<file path="config.mk">
export PLATFORM = sky130hd
export DESIGN_NAME = wishbone_master_arbiter
export DESIGN_NICKNAME = d
export VERILOG_FILES = /design/src/rtl/wishbone_master_arbiter.sv
export SDC_FILE = /design/constraint.sdc
export NUM_CORES = 1
export LEC_CHECK = 0
export ABC_AREA = 0
export BUFFER_PORTS_ARGS = -buffer_cell sky130_fd_sc_hd__buf_2
export CAP_MARGIN = 10
export CORE_AREA = 10 10 111 113
export CTS_CLUSTER_DIAMETER = 60
export CTS_CLUSTER_SIZE = 14
export DETAILED_ROUTE_END_ITERATION = 16
export DIE_AREA = 0 0 121 123
export GPL_ROUTABILITY_DRIVEN = 0
export PLACE_DENSITY = 0.65
export SLEW_MARGIN = 15
export SYNTH_ARGS = -nofsm -noshare
export SYNTH_HDL_FRONTEND = slang
export SYNTH_SLANG_ARGS = --single-unit
</file>
<file path="constraint.sdc">
create_clock -name clk -period 1.9 [get_ports clk]
set_input_delay 0.19 -clock clk [delete_from_list [all_inputs] [get_ports clk]]
set_output_delay 0.19 -clock clk [all_outputs]
set_load 0.03 [all_outputs]
</file>
<file path="src/rtl/wishbone_master_arbiter.sv">
// Two-master to one-port Wishbone arbiter with round-robin grant held for a
// whole cyc cycle, one cycle of grant latency, and a per-transfer watchdog
// that forces termination of strobes the slave never acknowledges.
module wishbone_master_arbiter #(
    parameter int          TIMEOUT_CYCLES = 256,
    parameter logic [31:0] TIMEOUT_DATA   = 32'hDEADBEEF,
    parameter int          CNT_WIDTH      = 16
) (
    input  logic        clk,
    input  logic        rst,

    input  logic        m0_we_i,
    input  logic        m0_cyc_i,
    input  logic        m0_stb_i,
    input  logic [31:0] m0_adr_i,
    input  logic [31:0] m0_dat_i,
    output logic [31:0] m0_dat_o,
    output logic        m0_ack_o,
    output logic        m0_int_o,

    input  logic        m1_we_i,
    input  logic        m1_cyc_i,
    input  logic        m1_stb_i,
    input  logic [31:0] m1_adr_i,
    input  logic [31:0] m1_dat_i,
    output logic [31:0] m1_dat_o,
    output logic        m1_ack_o,
    output logic        m1_int_o,

    output logic        s_we_o,
    output logic        s_cyc_o,
    output logic        s_stb_o,
    output logic [31:0] s_adr_o,
    output logic [31:0] s_dat_o,
    input  logic [31:0] s_dat_i,
    input  logic        s_ack_i,
    input  logic        s_int_i,

    output logic [1:0]  grant_o,
    output logic        timeout_o,
    input  logic        timeout_clr_i
);

    localparam logic [2:0] IDLE  = 3'd0;
    localparam logic [2:0] GNT0  = 3'd1;
    localparam logic [2:0] GNT1  = 3'd2;
    localparam logic [2:0] TOUT0 = 3'd3;
    localparam logic [2:0] TOUT1 = 3'd4;

    localparam bit                   WDOG_EN   = (TIMEOUT_CYCLES != 0);
    // Only meaningful when the watchdog is enabled.
    localparam logic [CNT_WIDTH-1:0] CNT_LIMIT = CNT_WIDTH'(TIMEOUT_CYCLES - 1);

    logic [2:0]           state_q, state_d;
    logic                 last_grant_q, last_grant_d;
    logic [CNT_WIDTH-1:0] cnt_q, cnt_d;
    logic                 timeout_q, timeout_d;

    // Signals of the master that owns the current GNT/TOUT state.
    logic own_sel;
    logic own_cyc;
    logic own_stb;

    assign own_sel = (state_q == GNT1) || (state_q == TOUT1);
    assign own_cyc = own_sel ? m1_cyc_i : m0_cyc_i;
    assign own_stb = own_sel ? m1_stb_i : m0_stb_i;

    // Next-state, round-robin bookkeeping, watchdog count and sticky flag.
    always_comb begin
        state_d      = state_q;
        last_grant_d = last_grant_q;
        cnt_d        = '0;
        timeout_d    = timeout_q & ~timeout_clr_i;

        case (state_q)
            IDLE: begin
                // On a tie the master that was not served last wins.
                if (m0_cyc_i && (!m1_cyc_i || last_grant_q)) begin
                    state_d      = GNT0;
                    last_grant_d = 1'b0;
                end else if (m1_cyc_i) begin
                    state_d      = GNT1;
                    last_grant_d = 1'b1;
                end
            end
            GNT0, GNT1: begin
                if (!own_cyc) begin
                    state_d = IDLE;
                end else if (WDOG_EN && own_stb && !s_ack_i) begin
                    // An ack in the limit cycle falls through as a normal ack.
                    if (cnt_q == CNT_LIMIT) begin
                        state_d = own_sel ? TOUT1 : TOUT0;
                    end else begin
                        cnt_d = cnt_q + 1'b1;
                    end
                end
            end
            TOUT0, TOUT1: begin
                state_d = own_cyc ? (own_sel ? GNT1 : GNT0) : IDLE;
            end
            default: begin
                state_d = IDLE;
            end
        endcase

        // Set has priority over a clear seen in the same cycle.
        if ((state_d == TOUT0) || (state_d == TOUT1)) begin
            timeout_d = 1'b1;
        end
    end

    // State registers with synchronous reset.
    always_ff @(posedge clk) begin
        if (rst) begin
            state_q      <= IDLE;
            last_grant_q <= 1'b1;
            cnt_q        <= '0;
            timeout_q    <= 1'b0;
        end else begin
            state_q      <= state_d;
            last_grant_q <= last_grant_d;
            cnt_q        <= cnt_d;
            timeout_q    <= timeout_d;
        end
    end

    // Per-master ownership vectors; forced idle while reset is held.
    logic [1:0] grant_vec;
    logic [1:0] tout_vec;

    assign grant_vec = rst ? 2'b00 : {state_q == GNT1, state_q == GNT0};
    assign tout_vec  = rst ? 2'b00 : {state_q == TOUT1, state_q == TOUT0};

    logic [1:0]  m_ack;
    logic [31:0] m_dat [2];

    for (genvar gi = 0; gi < 2; gi++) begin : g_master_ret
        assign m_ack[gi] = grant_vec[gi] ? s_ack_i : tout_vec[gi];
        assign m_dat[gi] = grant_vec[gi] ? s_dat_i :
                           (tout_vec[gi] ? TIMEOUT_DATA : 32'h0);
    end

    assign m0_ack_o = m_ack[0];
    assign m1_ack_o = m_ack[1];
    assign m0_dat_o = m_dat[0];
    assign m1_dat_o = m_dat[1];

    assign m0_int_o = s_int_i;
    assign m1_int_o = s_int_i;

    // The owner keeps the grant indication through its forced-termination cycle.
    assign grant_o   = grant_vec | tout_vec;
    assign timeout_o = timeout_q;

    // Slave-side mux: the granted master drives the port, otherwise all zero.
    always_comb begin
        s_we_o  = 1'b0;
        s_cyc_o = 1'b0;
        s_stb_o = 1'b0;
        s_adr_o = '0;
        s_dat_o = '0;
        if (grant_vec[0]) begin
            s_we_o  = m0_we_i;
            s_cyc_o = m0_cyc_i;
            s_stb_o = m0_stb_i;
            s_adr_o = m0_adr_i;
            s_dat_o = m0_dat_i;
        end else if (grant_vec[1]) begin
            s_we_o  = m1_we_i;
            s_cyc_o = m1_cyc_i;
            s_stb_o = m1_stb_i;
            s_adr_o = m1_adr_i;
            s_dat_o = m1_dat_i;
        end
    end

endmodule

</file>
==> flow_summary_export.csv <==
group,metric,value,unit
grt,track_usage,20.1,%
synthesis,synth_fa_ha_area_share,0.552,%
critical_path,r2r_slack,0.12,ns
final_layout,nFillCells,899,
sta,relSlewSlack,67.0,%
grt,met2_usage,34.0,%
critical_path,cp_slowest_stage_delay,0.34,ns
pwr,power_density,332,mW/mm²
synthesis,yosysSeqAreaShare,18.5,%
grt,antenna_found_initial,3,
synthesis,muxShareOfSynthArea,0.441,%
route,drt_first_pass_iters,5,
route,wl_per_cell,26.2,µm
floorplan,initial_core_util,22.4,%
final_layout,utilization,54.0,%
critical_path,critPathKind,"reg -> out",
sta,rsz0062_at_grt,"true",
clocking,root_buffer,"clkbuf_8",
place,hpwl,12900,µm
grt,grt_overflow,0,
final_layout,drive_above_1_share,63.3,%
synthesis,synth_fp_nets,466,
floorplan,rows,37,
critical_path,cp-start-kind,"flop",
pwr,p_leak,0.00272,µW
critical_path,crit_slowest_cell,"dfxtp_2",
pwr,finalPower,1820,µW
synthesis,synth_seq_cells,21,
final_layout,area_growth,141,%
synthesis,synthArstFlopShare,0,%
synthesis,synth-simple-area-share,21.1,%
synthesis,avgSynthCellArea,7.72,µm²
floorplan,core,0.0101,mm²
synthesis,synth_top_family_by_area,"compound AO/OA/AOI/OAI gates",
floorplan,die_w,121,µm
route,drc_errors,0,
sta,hold_viol,0,
grt,top_usage_layer,"met2",
route,vias,4030,
synthesis,synth_flop_cell,"dfxtp_1",
job,maxCapViolCount,0,
pwr,ir_drop,0.000226,V
sta,timing.final.crit_share,102,%
place,portBuffers,305,
place,dp_slack,-0.0464,ns
grt,grt_max_degree,39,
floorplan,die_h,123,µm
route,ant_nets,0,
grt,gr-usage-met3,8.93,%
outcome,violations,"setup timing",
critical_path,arrival,1.75,ns
clocking,htree_levels,1,
route,wl,19800,µm
clocking,clockBufferDepth,2,
outcome,status,"finished with violations",
synthesis,synth.cell_area,0.00227,mm²
synthesis,synth-compound-area-share,45.7,%
final_layout,mostFrequentLayoutCells,"buf_2, buf_6, a22o_1, o21a_1, nor2_1",
sta,final.setup.tns,-0.423,ns
sta,fin_skew,0.00971,ns
route,avgViaCountPerCell,5.32,
synthesis,synthDistinctLibCells,38,
grt,grt_pass1_vias,3733,
grt,use_met1,22.1,%
critical_path,timing.critical_path.cells,"nor2_4, and2_4, nor2b_4, buf_12, clkbuf_16, a22o_1, buf_6",
grt,grt_pass1_wl,23400,µm
clocking,clk_pin_slew_worst_paths,0.08,ns
critical_path,crit_required,1.71,ns
critical_path,crit_path_end_kind,"primary output",
sta,slew_violations,0,
sta,worst_pin_slew,0.491,ns
clocking,cts_made_buffers,3,
final_layout,final_nets,791,
critical_path,cp_max_fo,8,
clocking,cts_tree,"built",
synthesis,synth_edf_count,0,
final_layout,final_common_cell,"buf_2",
sta,fin_ws,-0.0411,ns
floorplan,pin_count,309,
floorplan,die_area,0.0149,mm²
synthesis,synth_xor_area_share,5.79,%
route,dr.first_iter.drc_count,348,
sta,period_needed,1.94,ns
sta,fmax,515,MHz
clocking,clkLatencyLatePin,0.27,ns
worst_hold_path,min_path_type,"in -> reg",
final_layout,fin_area,0.00547,mm²
synthesis,yosys_warnings,0,
place,placed_cell_area,0.00398,mm²
synthesis,synth_cells,294,
clocking,clkSinkCount,21,
sta,setup_viol,24,
## per-stage QoR
step,std cells,hold WS [ns]
6_report,758,0.184
5_1_grt,757,0.193
4_1_cts,733,0.182
3_5_place_dp,715,0.387
3_3_place_gp,715,0.387
2_1_floorplan,294,0.323
## flip-flops by register name, summed over array words and instances (netlist names)
name          flops
timeout_o         1
last_grant_q      1
cnt_q            16
state_q           3
## worst max-delay path: cells and delay by family (launching register included)
family / cells / cell delay [ns]
buffers and inverters: 3 / 0.50
AO/OA/AOI/OAI: 1 / 0.16
flip-flops: 1 / 0.34
AND/OR/NAND/NOR: 3 / 0.47
## worst paths after layout
check	depth (start not counted)	end	from
max	7	s_adr_o[13]	state_q[2]
min	2	state_q[0]	m0_cyc_i
max reg2reg	5	cnt_q[14]	cnt_q[12]
min reg2reg	1	cnt_q[0]	cnt_q[0]
## synth_stat cells, types with 2 or more instances
library cell | n | area share, %
buf_2 | 15 | 3.3
buf_6 | 2 | 0.99
nor2_1 | 23 | 3.8
nor3_1 | 4 | 0.88
clkbuf_1 | 14 | 2.3
nand2b_1 | 3 | 0.83
a21oi_1 | 7 | 1.5
and3_1 | 6 | 1.7
nand3_1 | 9 | 2.0
a22o_1 | 66 | 25
nand2_1 | 11 | 1.8
xnor2_1 | 9 | 3.5
o21ai_0 | 3 | 0.66
xor2_1 | 6 | 2.3
and2_1 | 17 | 4.7
buf_4 | 2 | 0.66
nor4_1 | 3 | 0.83
dfxtp_1 | 21 | 19
nor4b_1 | 2 | 0.77
o21a_1 | 51 | 17
inv_1 | 3 | 0.50
## final cells by class
class                   count  area [µm²]  share of cell area (%)
inverters                   3        11.3                   0.206
well taps                 136         170                    3.11
flip-flops and latches     21         429                    7.85
diodes                      4        10.0                   0.183
repair buffers            354        3010                    55.0
multi-input cells         236        1790                    32.7
clock inverters             1        7.51                   0.137
clock buffers               3        41.3                   0.755
## per-layer routing
metal,vias to the layer above,share of wire [%]
li1,1767,-
met1,1886,35
met2,333,49
met3,44,13
met4,0,3.1
met5,-,0
## kinds of logic (layout without fill, tap and decap cells)
| kind of cell | after synthesis | after routing |
|---|---|---|
| AO/OA/AOI/OAI | 130 | 130 |
| XOR/XNOR | 15 | 15 |
| adder cells (fa/ha/maj) | 1 | 1 |
| buffers and inverters | 37 | 361 |
| flip-flops | 21 | 21 |
| multiplexers | 1 | 1 |
| other | 0 | 4 |
| AND/OR/NAND/NOR | 89 | 89 |
## power by group
part | total [µW] | internal, µW | switching [µW] | leakage [µW]
Combinational | 1050 | 502 | 546 | 0.00253
Clock | 317 | 149 | 168 | 0.0000217
Sequential | 453 | 444 | 8.96 | 0.000172
Total | 1820 | 1090 | 723 | 0.00272
## repair_timing
item,in CTS,in global routing
setup buffers,7,3
setup endpoints to repair,107,114
hold buffers,0,0
cloned,7,19
pin swaps,19,38
gates resized for setup,155,124
No activity file was read; power rests on OpenSTA's default activity.
